<file path="config.mk">
export PLATFORM = sky130hd
export DESIGN_NAME = brom_arbiter
export DESIGN_NICKNAME = d
export VERILOG_FILES = /design/src/rtl/brom_arbiter.sv
export SDC_FILE = /design/constraint.sdc
export NUM_CORES = 1
export LEC_CHECK = 0
export BUFFER_PORTS_ARGS = -buffer_cell sky130_fd_sc_hd__buf_2
export CAP_MARGIN = 20
export CORE_AREA = 4 4 341 343
export DETAILED_ROUTE_END_ITERATION = 8
export DIE_AREA = 0 0 345 347
export GPL_TIMING_DRIVEN = 0
export MAX_ROUTING_LAYER = met4
export SETUP_SLACK_MARGIN = 0.05
export SYNTH_ARGS = -nofsm -noshare
export SYNTH_HDL_FRONTEND = slang
export SYNTH_SLANG_ARGS = --single-unit
export TNS_END_PERCENT = 5
</file>
<file path="constraint.sdc">
create_clock -name clka -period 10.4 [get_ports clka]
set_input_delay 2.08 -clock clka [delete_from_list [all_inputs] [get_ports clka]]
set_output_delay 2.08 -clock clka [all_outputs]
set_load 0.005 [all_outputs]
</file>
<file path="src/rtl/brom_arbiter.sv">
// Two-port round-robin arbiter/sequencer in front of the single-port boot BRAM (one-cycle read latency).
// Build option: define BROM_ARB_WRITE_EN to pass writes to the BRAM; otherwise writes return an error (ROM mode).
module brom_arbiter #(
  parameter int ADDR_WIDTH      = 20,
  parameter int DATA_WIDTH      = 128,
  parameter int BRAM_ADDR_WIDTH = 16,
  localparam int STRB           = DATA_WIDTH / 8
) (
  input  logic                    clka,
  input  logic                    rsta,
  input  logic [1:0]              req_valid,
  output logic [1:0]              req_ready,
  input  logic [1:0]              req_we,
  input  logic [2*ADDR_WIDTH-1:0] req_addr,
  input  logic [2*DATA_WIDTH-1:0] req_wdata,
  input  logic [2*STRB-1:0]       req_wstrb,
  output logic [1:0]              rsp_valid,
  input  logic [1:0]              rsp_ready,
  output logic [2*DATA_WIDTH-1:0] rsp_data,
  output logic [1:0]              rsp_err,
  output logic                    bram_ena,
  output logic [STRB-1:0]         bram_wea,
  output logic [ADDR_WIDTH-1:0]   bram_addra,
  output logic [DATA_WIDTH-1:0]   bram_dina,
  input  logic [DATA_WIDTH-1:0]   bram_douta
);

  typedef enum logic [1:0] {
    ST_IDLE     = 2'd0,
    ST_INFLIGHT = 2'd1,
    ST_RESP     = 2'd2
  } state_t;

  state_t                r_state [2];
  logic                  r_rr;
  logic [1:0]            r_pend_we;
  logic [1:0]            r_pend_err;
  logic [1:0]            r_rsp_err;
  logic [DATA_WIDTH-1:0] r_rsp_data [2];

  logic [1:0]            w_elig;
  logic [1:0]            w_grant;
  logic                  w_gp;
  logic                  w_any;
  logic                  w_we;
  logic                  w_oob;
  logic                  w_err;
  logic [ADDR_WIDTH-1:0] w_addr;
  logic [DATA_WIDTH-1:0] w_wdata;
  logic [STRB-1:0]       w_wstrb;

  // Eligibility, round-robin winner selection and decode of the winning request
  always_comb begin
    w_elig = 2'b00;
    for (int p = 0; p < 2; p++) begin
      w_elig[p] = req_valid[p] & ~rsta &
                  ((r_state[p] == ST_IDLE) | ((r_state[p] == ST_RESP) & rsp_ready[p]));
    end
    w_any = |w_elig;
    if (w_elig == 2'b11) begin
      w_gp = r_rr;
    end else begin
      w_gp = w_elig[1];
    end
    w_grant = w_any ? (2'b01 << w_gp) : 2'b00;
    w_addr  = w_gp ? req_addr[2*ADDR_WIDTH-1:ADDR_WIDTH]  : req_addr[ADDR_WIDTH-1:0];
    w_wdata = w_gp ? req_wdata[2*DATA_WIDTH-1:DATA_WIDTH] : req_wdata[DATA_WIDTH-1:0];
    w_wstrb = w_gp ? req_wstrb[2*STRB-1:STRB]             : req_wstrb[STRB-1:0];
    w_we    = req_we[w_gp];
    w_oob   = |(w_addr >> BRAM_ADDR_WIDTH);
`ifdef BROM_ARB_WRITE_EN
    w_err   = w_oob;
`else
    w_err   = w_oob | w_we;
`endif
  end

  // In ROM mode w_err covers every write, so the write enables fold to zero
  assign req_ready  = w_grant;
  assign bram_ena   = w_any & ~w_err;
  assign bram_wea   = (w_any & ~w_err & w_we) ? w_wstrb : {STRB{1'b0}};
  assign bram_addra = w_addr;
  assign bram_dina  = w_wdata;

  assign rsp_valid = {r_state[1] == ST_RESP, r_state[0] == ST_RESP};
  assign rsp_data  = {r_rsp_data[1], r_rsp_data[0]};
  assign rsp_err   = r_rsp_err;

  // Per-port sequencing, response capture and round-robin pointer update
  always_ff @(posedge clka) begin
    if (rsta) begin
      for (int p = 0; p < 2; p++) begin
        r_state[p]    <= ST_IDLE;
        r_rsp_data[p] <= {DATA_WIDTH{1'b0}};
      end
      r_rr       <= 1'b0;
      r_pend_we  <= 2'b00;
      r_pend_err <= 2'b00;
      r_rsp_err  <= 2'b00;
    end else begin
      if (w_elig == 2'b11) begin
        r_rr <= ~r_rr;
      end
      for (int p = 0; p < 2; p++) begin
        case (r_state[p])
          ST_IDLE: begin
            if (w_grant[p]) begin
              r_state[p]    <= ST_INFLIGHT;
              r_pend_we[p]  <= w_we;
              r_pend_err[p] <= w_err;
            end
          end
          ST_INFLIGHT: begin
            // bram_douta belongs to this port: only one access is issued per cycle
            r_state[p]    <= ST_RESP;
            r_rsp_err[p]  <= r_pend_err[p];
            r_rsp_data[p] <= (r_pend_we[p] | r_pend_err[p]) ? {DATA_WIDTH{1'b0}} : bram_douta;
          end
          ST_RESP: begin
            if (w_grant[p]) begin
              r_state[p]    <= ST_INFLIGHT;
              r_pend_we[p]  <= w_we;
              r_pend_err[p] <= w_err;
            end else if (rsp_ready[p]) begin
              r_state[p] <= ST_IDLE;
            end
          end
          default: begin
            r_state[p] <= ST_IDLE;
          end
        endcase
      end
    end
  end

endmodule

</file>
---- Word level (Yosys, flattened, before mapping) ----
Memory sizes are Yosys's and may differ from the RTL's.
Cells that the tools add are included.
storage, ports and cells
  register bits ........................... 7
  bits in writable memories ............... 260
  bits of input ports ..................... 464
  output and inout port bits .............. 427
  logic and storage cells ................. 114
  memories ................................ 2
memory list
  name        words  width  read ports  clocked after memory_dff  wr ports  line  RTL
  r_rsp_data  2      128    2           0                         2         39    logic [DATA_WIDTH-1:0] r_rsp_data [2];
  r_state     2      2      2           0                         2         34    state_t r_state [2];
cells by class
  order comparisons ....................... 1
  equal/unequal tests ..................... 5
  shift operators ......................... 1
  mux-type cells .......................... 60
  bitwise gates (word level) .............. 28
  reductions and logical operators ........ 10
operators with widths
  kind                                                 count
  two-way mux 128 bit                                  5
  two-way mux 1 bit                                    41
  two-way mux 16 bit                                   2
  two-way mux 2 bit                                    11
  two-way mux 20 bit                                   1
  bitwise OR 1 bit                                     17
  bitwise AND 1 bit                                    8
  equality test 2 bit, second input constant           3
  OR reduction 2 bit                                   3
  OR reduction 3 bit                                   2
  equality test 2 x 1 -> 1 bit, second input constant  2
  zero test 2 bit                                      2
  AND reduction 2 bit                                  2
  OR reduction 4 bit                                   1
  NOT 1 bit                                            3
  < comparator 1 x 2 -> 1 bit, second input constant   1
  left shift 1 x 1 -> 2 bit, first input constant      1

---- Depth between registers and ports, before layout ----
  word-level depth ........................ 17
  mapped depth ............................ 7

---- Worst setup path before layout ----
No wires, ideal clock.
  kind .................................... input-to-output
  start point ............................. input port rsp_ready[0]
  end point ............................... output port bram_dina[113]
  data arrival time ....................... 3381 ps
  required time ........................... 8320 ps
  setup slack ............................. 4939 ps
  stages .................................. 6
  path through ............................ nor2b_1 > or4b_4 > nand2_2 > buf_8 > buf_6 > mux2_2
on the way
  cells in the longest elaborated chain, start to end .. 6
RTL lines
  element              line  RTL
  start: declaration   18    input logic [1:0] rsp_ready,
  bitwise AND 1 bit    57    ((r_state[p] == ST_IDLE) | ((r_state[p] == ST_RESP) & rsp_ready[p]));
  bitwise OR 1 bit     57
  bitwise AND 1 bit    56    w_elig[p] = req_valid[p] & ~rsta &
  equality test 2 bit  60    if (w_elig == 2'b11) begin
  two-way mux 1 bit    60
  two-way mux 128 bit  67    w_wdata = w_gp ? req_wdata[2*DATA_WIDTH-1:DATA_WIDTH] : req_wdata[DATA_WIDTH-1:0];
  end: declaration     24    output logic [DATA_WIDTH-1:0] bram_dina,
No other way between the ends.

---- Final worst setup path ----
  start point ............................. input port rsp_ready[0]
  end point ............................... output port bram_dina[35]
The elaborated chain is that of the path after synthesis.

==> key figures <==
CTS
  • Setup Buffers After CTS: 0
  • TritonCTS clock tree: built
  • Number of clock buffers inserted by TritonCTS: 27
  • Cell at the root of the clock tree: sky130_fd_sc_hd__clkbuf_16
  • Total number of clock tree sinks: 267
  • Source-to-sink clock delay at the later pin of the worst-skew pair: 0.57 ns
  • Number of H-tree branching levels: 1
  • Number of buffers inserted by hold repair at cts: 0
  • Post-CTS clock slew at the launch and capture registers of the worst setup and hold paths: 0.06 ns
  • Post-CTS Resized: 0
  • CTS max path bufs: 3

Place
  • Routability-driven placement congestion ratio: 0.852
  • HPWL after detailed placement: 65.2 mm
  • Post-Place Cells: 3166
  • Setup Slack @ Placement: 4.26 ns
  • Number of input and output port buffers inserted: 842

Detailed routing
  • Post-DR wirelength/cell: 22.8 µm
  • First DRT Iteration DRCs: 448
  • Total via count after detailed routing: 10172
  • Vias per std cell: 3.13
  • Wirelength, routed: 74.1 mm
  • Number of nets with antenna violations after detailed routing: 0
  • Router iterations before antenna repair: 5
  • Drt drc: 0

Cells and area
  • Nets: 2147
  • Share of cells above drive strength 1: 62.3%
  • Layout-stage area growth over the synthesis result: 60.6%
  • Filler cells: 12725
  • Count of placed standard cells in the final layout, fillers left out: 3255

Worst setup path
  • Worst flop-to-flop path endpoint: r_rsp_data[0][149]
  • R2R cell count: 6
  • Top fanout value on the critical path: 10
  • Data arrival time of the worst path: 4.00 ns
  • Sort of element at the start of the critical path: input pin
  • Register-to-register setup slack: 7.09 ns
  • Crit path capture type: output pin
  • CP required: 8.32 ns
  • Worst Path Class, Setup: in -> out
  • Launch point of the worst reg-to-reg path: r_state[0][1]

Die
  • Standard cell core area: 0.114 mm²
  • Number of primary I/O pins: 891
  • Die boundary height: 347 µm
  • Chip width: 345 µm
  • Floorplan die area: 0.120 mm²
  • Number of core rows: 124
  • Initial Util: 10.6%

Global route
  • GR Util All Layers: 12.1%
  • Initial antenna violation count: 98
  • First-pass GRT wire length: 95.0 mm
  • Pin count of the biggest net entering global routing: 63
  • Number of global-route vias before repair: 10174
  • Overflow left after global routing: 0

Synth
  • Post-synthesis cell type with the largest combined area: sky130_fd_sc_hd__edfxtp_1
  • Synthesized area per cell: 15.1 µm²
  • Post-synthesis adder-cell area fraction: 0%
  • Yosys reg bits: 267
  • Area of the mapped netlist: 0.0120 mm²
  • Multiplexer share of the synthesized area: 14.2%
  • Gate count after technology mapping: 793
  • Ys Warns: 0
  • Cell types occupying the most area after synthesis: sky130_fd_sc_hd__edfxtp_1 (65%), sky130_fd_sc_hd__and2_1 (13%), sky130_fd_sc_hd__mux2_2 (13%)
  • Main combinational cell family by area after synthesis: simple AND/OR/NAND/NOR gates
  • Area share of the largest cell type after synthesis: 65.1%
  • Sequential cell area fraction in the yosys report: 66.3%
  • Post-synthesis simple-gate area fraction: 15.1%
  • Number of distinct library cells after synthesis: 37
  • Synth Area in XOR/XNOR: 0%
  • Share of the synthesized area in compound gates (AO/OA/AOI/OAI): 0.970%

Min path
  • End of the worst hold path: r_pend_we[0]
  • Cells on Worst Hold Path: 2
  • Start point of the worst hold path: r_pend_we[0]
  • Classification of the worst-slack hold path: reg -> reg

Timing
  • Final-layout setup total negative slack: 0 ns
  • Ratio of final minimum period to clock period: 58.4%
  • Final Critical Period: 6.08 ns
  • Worst-case headroom to the max-slew limit: 39.7%
  • Final hold viol count: 0
  • Setup Skew: 0.0268 ns
  • Unrepaired setup endpoints after global routing: no
  • Final setup margin: 4.32 ns
  • F_max: 165 MHz
  • Number of failing setup endpoints in the final timing report: 0
  • Slew Limit Fails: 0
  • Measured slew at the worst slew-check pin: 0.905 ns

Pwr
  • Power Density: 208 mW/mm²
  • Max VDD drop: 79.6 µV
  • LEAKAGE: 8.57 nW

Flow run
  • Max_cap viols: 0

Run status
  • Outcome: finished, final reports clean
Yosys cell counts (all sizes together):
cell type    n
buf         34
a21oi        5
mux2       148
o22ai        1
nand2b       2
conb         1
a311oi       1
nand2       10
clkbuf      27
o311ai       1
o21a         1
nand3        1
and2       256
nor2         8
mux2i        4
nor4b        1
or4b         1
nor4         1
o21ai        3
nor3         3
or3b         1
or4          1
nand3b       1
a221oi       1
a211oi       2
dfxtp        7
a21o         2
edfxtp     260
or3          2
inv          3
nor2b        4
flip-flops by register name, indices dropped and copies added, names as in the netlist:
signal / count
r_rsp_data: 256
r_state: 4
rsp_err: 2
r_pend_we: 2
r_rr: 1
r_pend_err: 2
critical path: stages:
cell and delay (ns):
sky130_fd_sc_hd__buf_2 0.11, sky130_fd_sc_hd__nor2b_1 0.07, sky130_fd_sc_hd__or4b_4 0.50, sky130_fd_sc_hd__nand2_2 0.23
sky130_fd_sc_hd__buf_8 0.22, sky130_fd_sc_hd__buf_6 0.19, sky130_fd_sc_hd__mux2_1 0.39, sky130_fd_sc_hd__buf_2 0.18
logic make-up (layout without fill, tap and decap cells):
family,Yosys count,count (layout)
simple gates,292,292
buf+inv,64,958
mux,152,152
compound gates,17,17
other cells,1,57
flops,267,267
cell type report:
type	instances	area, µm²	area share [%]
Sequential cell	267	7950	41.3
Timing Repair Buffer	846	4320	22.5
Multi-Input combinational cell	477	3710	19.3
Tap cell	1512	1890	9.82
Clock buffer	35	706	3.66
Buffer	61	398	2.07
Clock inverter	13	168	0.871
Antenna cell	41	103	0.533
Inverter	3	11.3	0.0585
how the worst max path moves through the flow:
| stage | cells past startpoint | slack [ns] | start | endpoint |
|---|---|---|---|---|
| 3_5_place_dp | 8 | 4.26 | rsp_ready[0] | bram_dina[91] |
| 5_1_grt | 8 | 4.20 | rsp_ready[0] | bram_dina[37] |
| 3_3_place_gp | 3 | 2.47 | rsta | r_rsp_data[0][53] |
| 2_1_floorplan | 6 | 4.94 | rsp_ready[0] | bram_dina[113] |
| 4_1_cts | 8 | 4.24 | rsp_ready[0] | bram_dina[91] |
| 6_report | 8 | 4.32 | rsp_ready[0] | bram_dina[35] |
layer usage:
layer	vias to the layer above	wire, µm	track usage [%]
met4	0	2630	3.25
li1	4652	-	-
met3	159	9660	5.96
met2	674	37400	21.5
met1	4687	24400	11.7
met5	-	0	-
through the flow:
stage	util [%]	total power, mW	cell area, µm²	hold WS, ns
final	17.0	4.01	19300	0.466
after global routing	16.9	4.26	19200	0.484
after CTS	16.9	4.13	19200	0.469
after detailed placement	16.1	3.10	18300	0.460
after global placement	16.0	3.11	18200	0.450
after floorplan	-	2.26	12000	0.438
layout by cell type (no fill, tap or decap), types with 5 or more instances in the layout:
cell type and instances:
sky130_fd_sc_hd__conb_1 16, sky130_fd_sc_hd__nor2_1 8, sky130_fd_sc_hd__a21oi_1 5, sky130_fd_sc_hd__clkbuf_16 27
sky130_fd_sc_hd__clkbuf_1 35, sky130_fd_sc_hd__nand2_1 7, sky130_fd_sc_hd__dfxtp_1 7, sky130_fd_sc_hd__buf_6 9
sky130_fd_sc_hd__mux2_2 136, sky130_fd_sc_hd__and2_1 256, sky130_fd_sc_hd__buf_4 20, sky130_fd_sc_hd__mux2_1 12
sky130_fd_sc_hd__edfxtp_1 260, sky130_fd_sc_hd__diode_2 41, sky130_fd_sc_hd__buf_2 845
power by group:
part / internal, mW / switching (mW)
sequential: 1.61 / 0.0946
clock: 0.559 / 0.439
combinational: 0.557 / 0.751
total: 2.72 / 1.29
(Power assumes the default switching activity.)
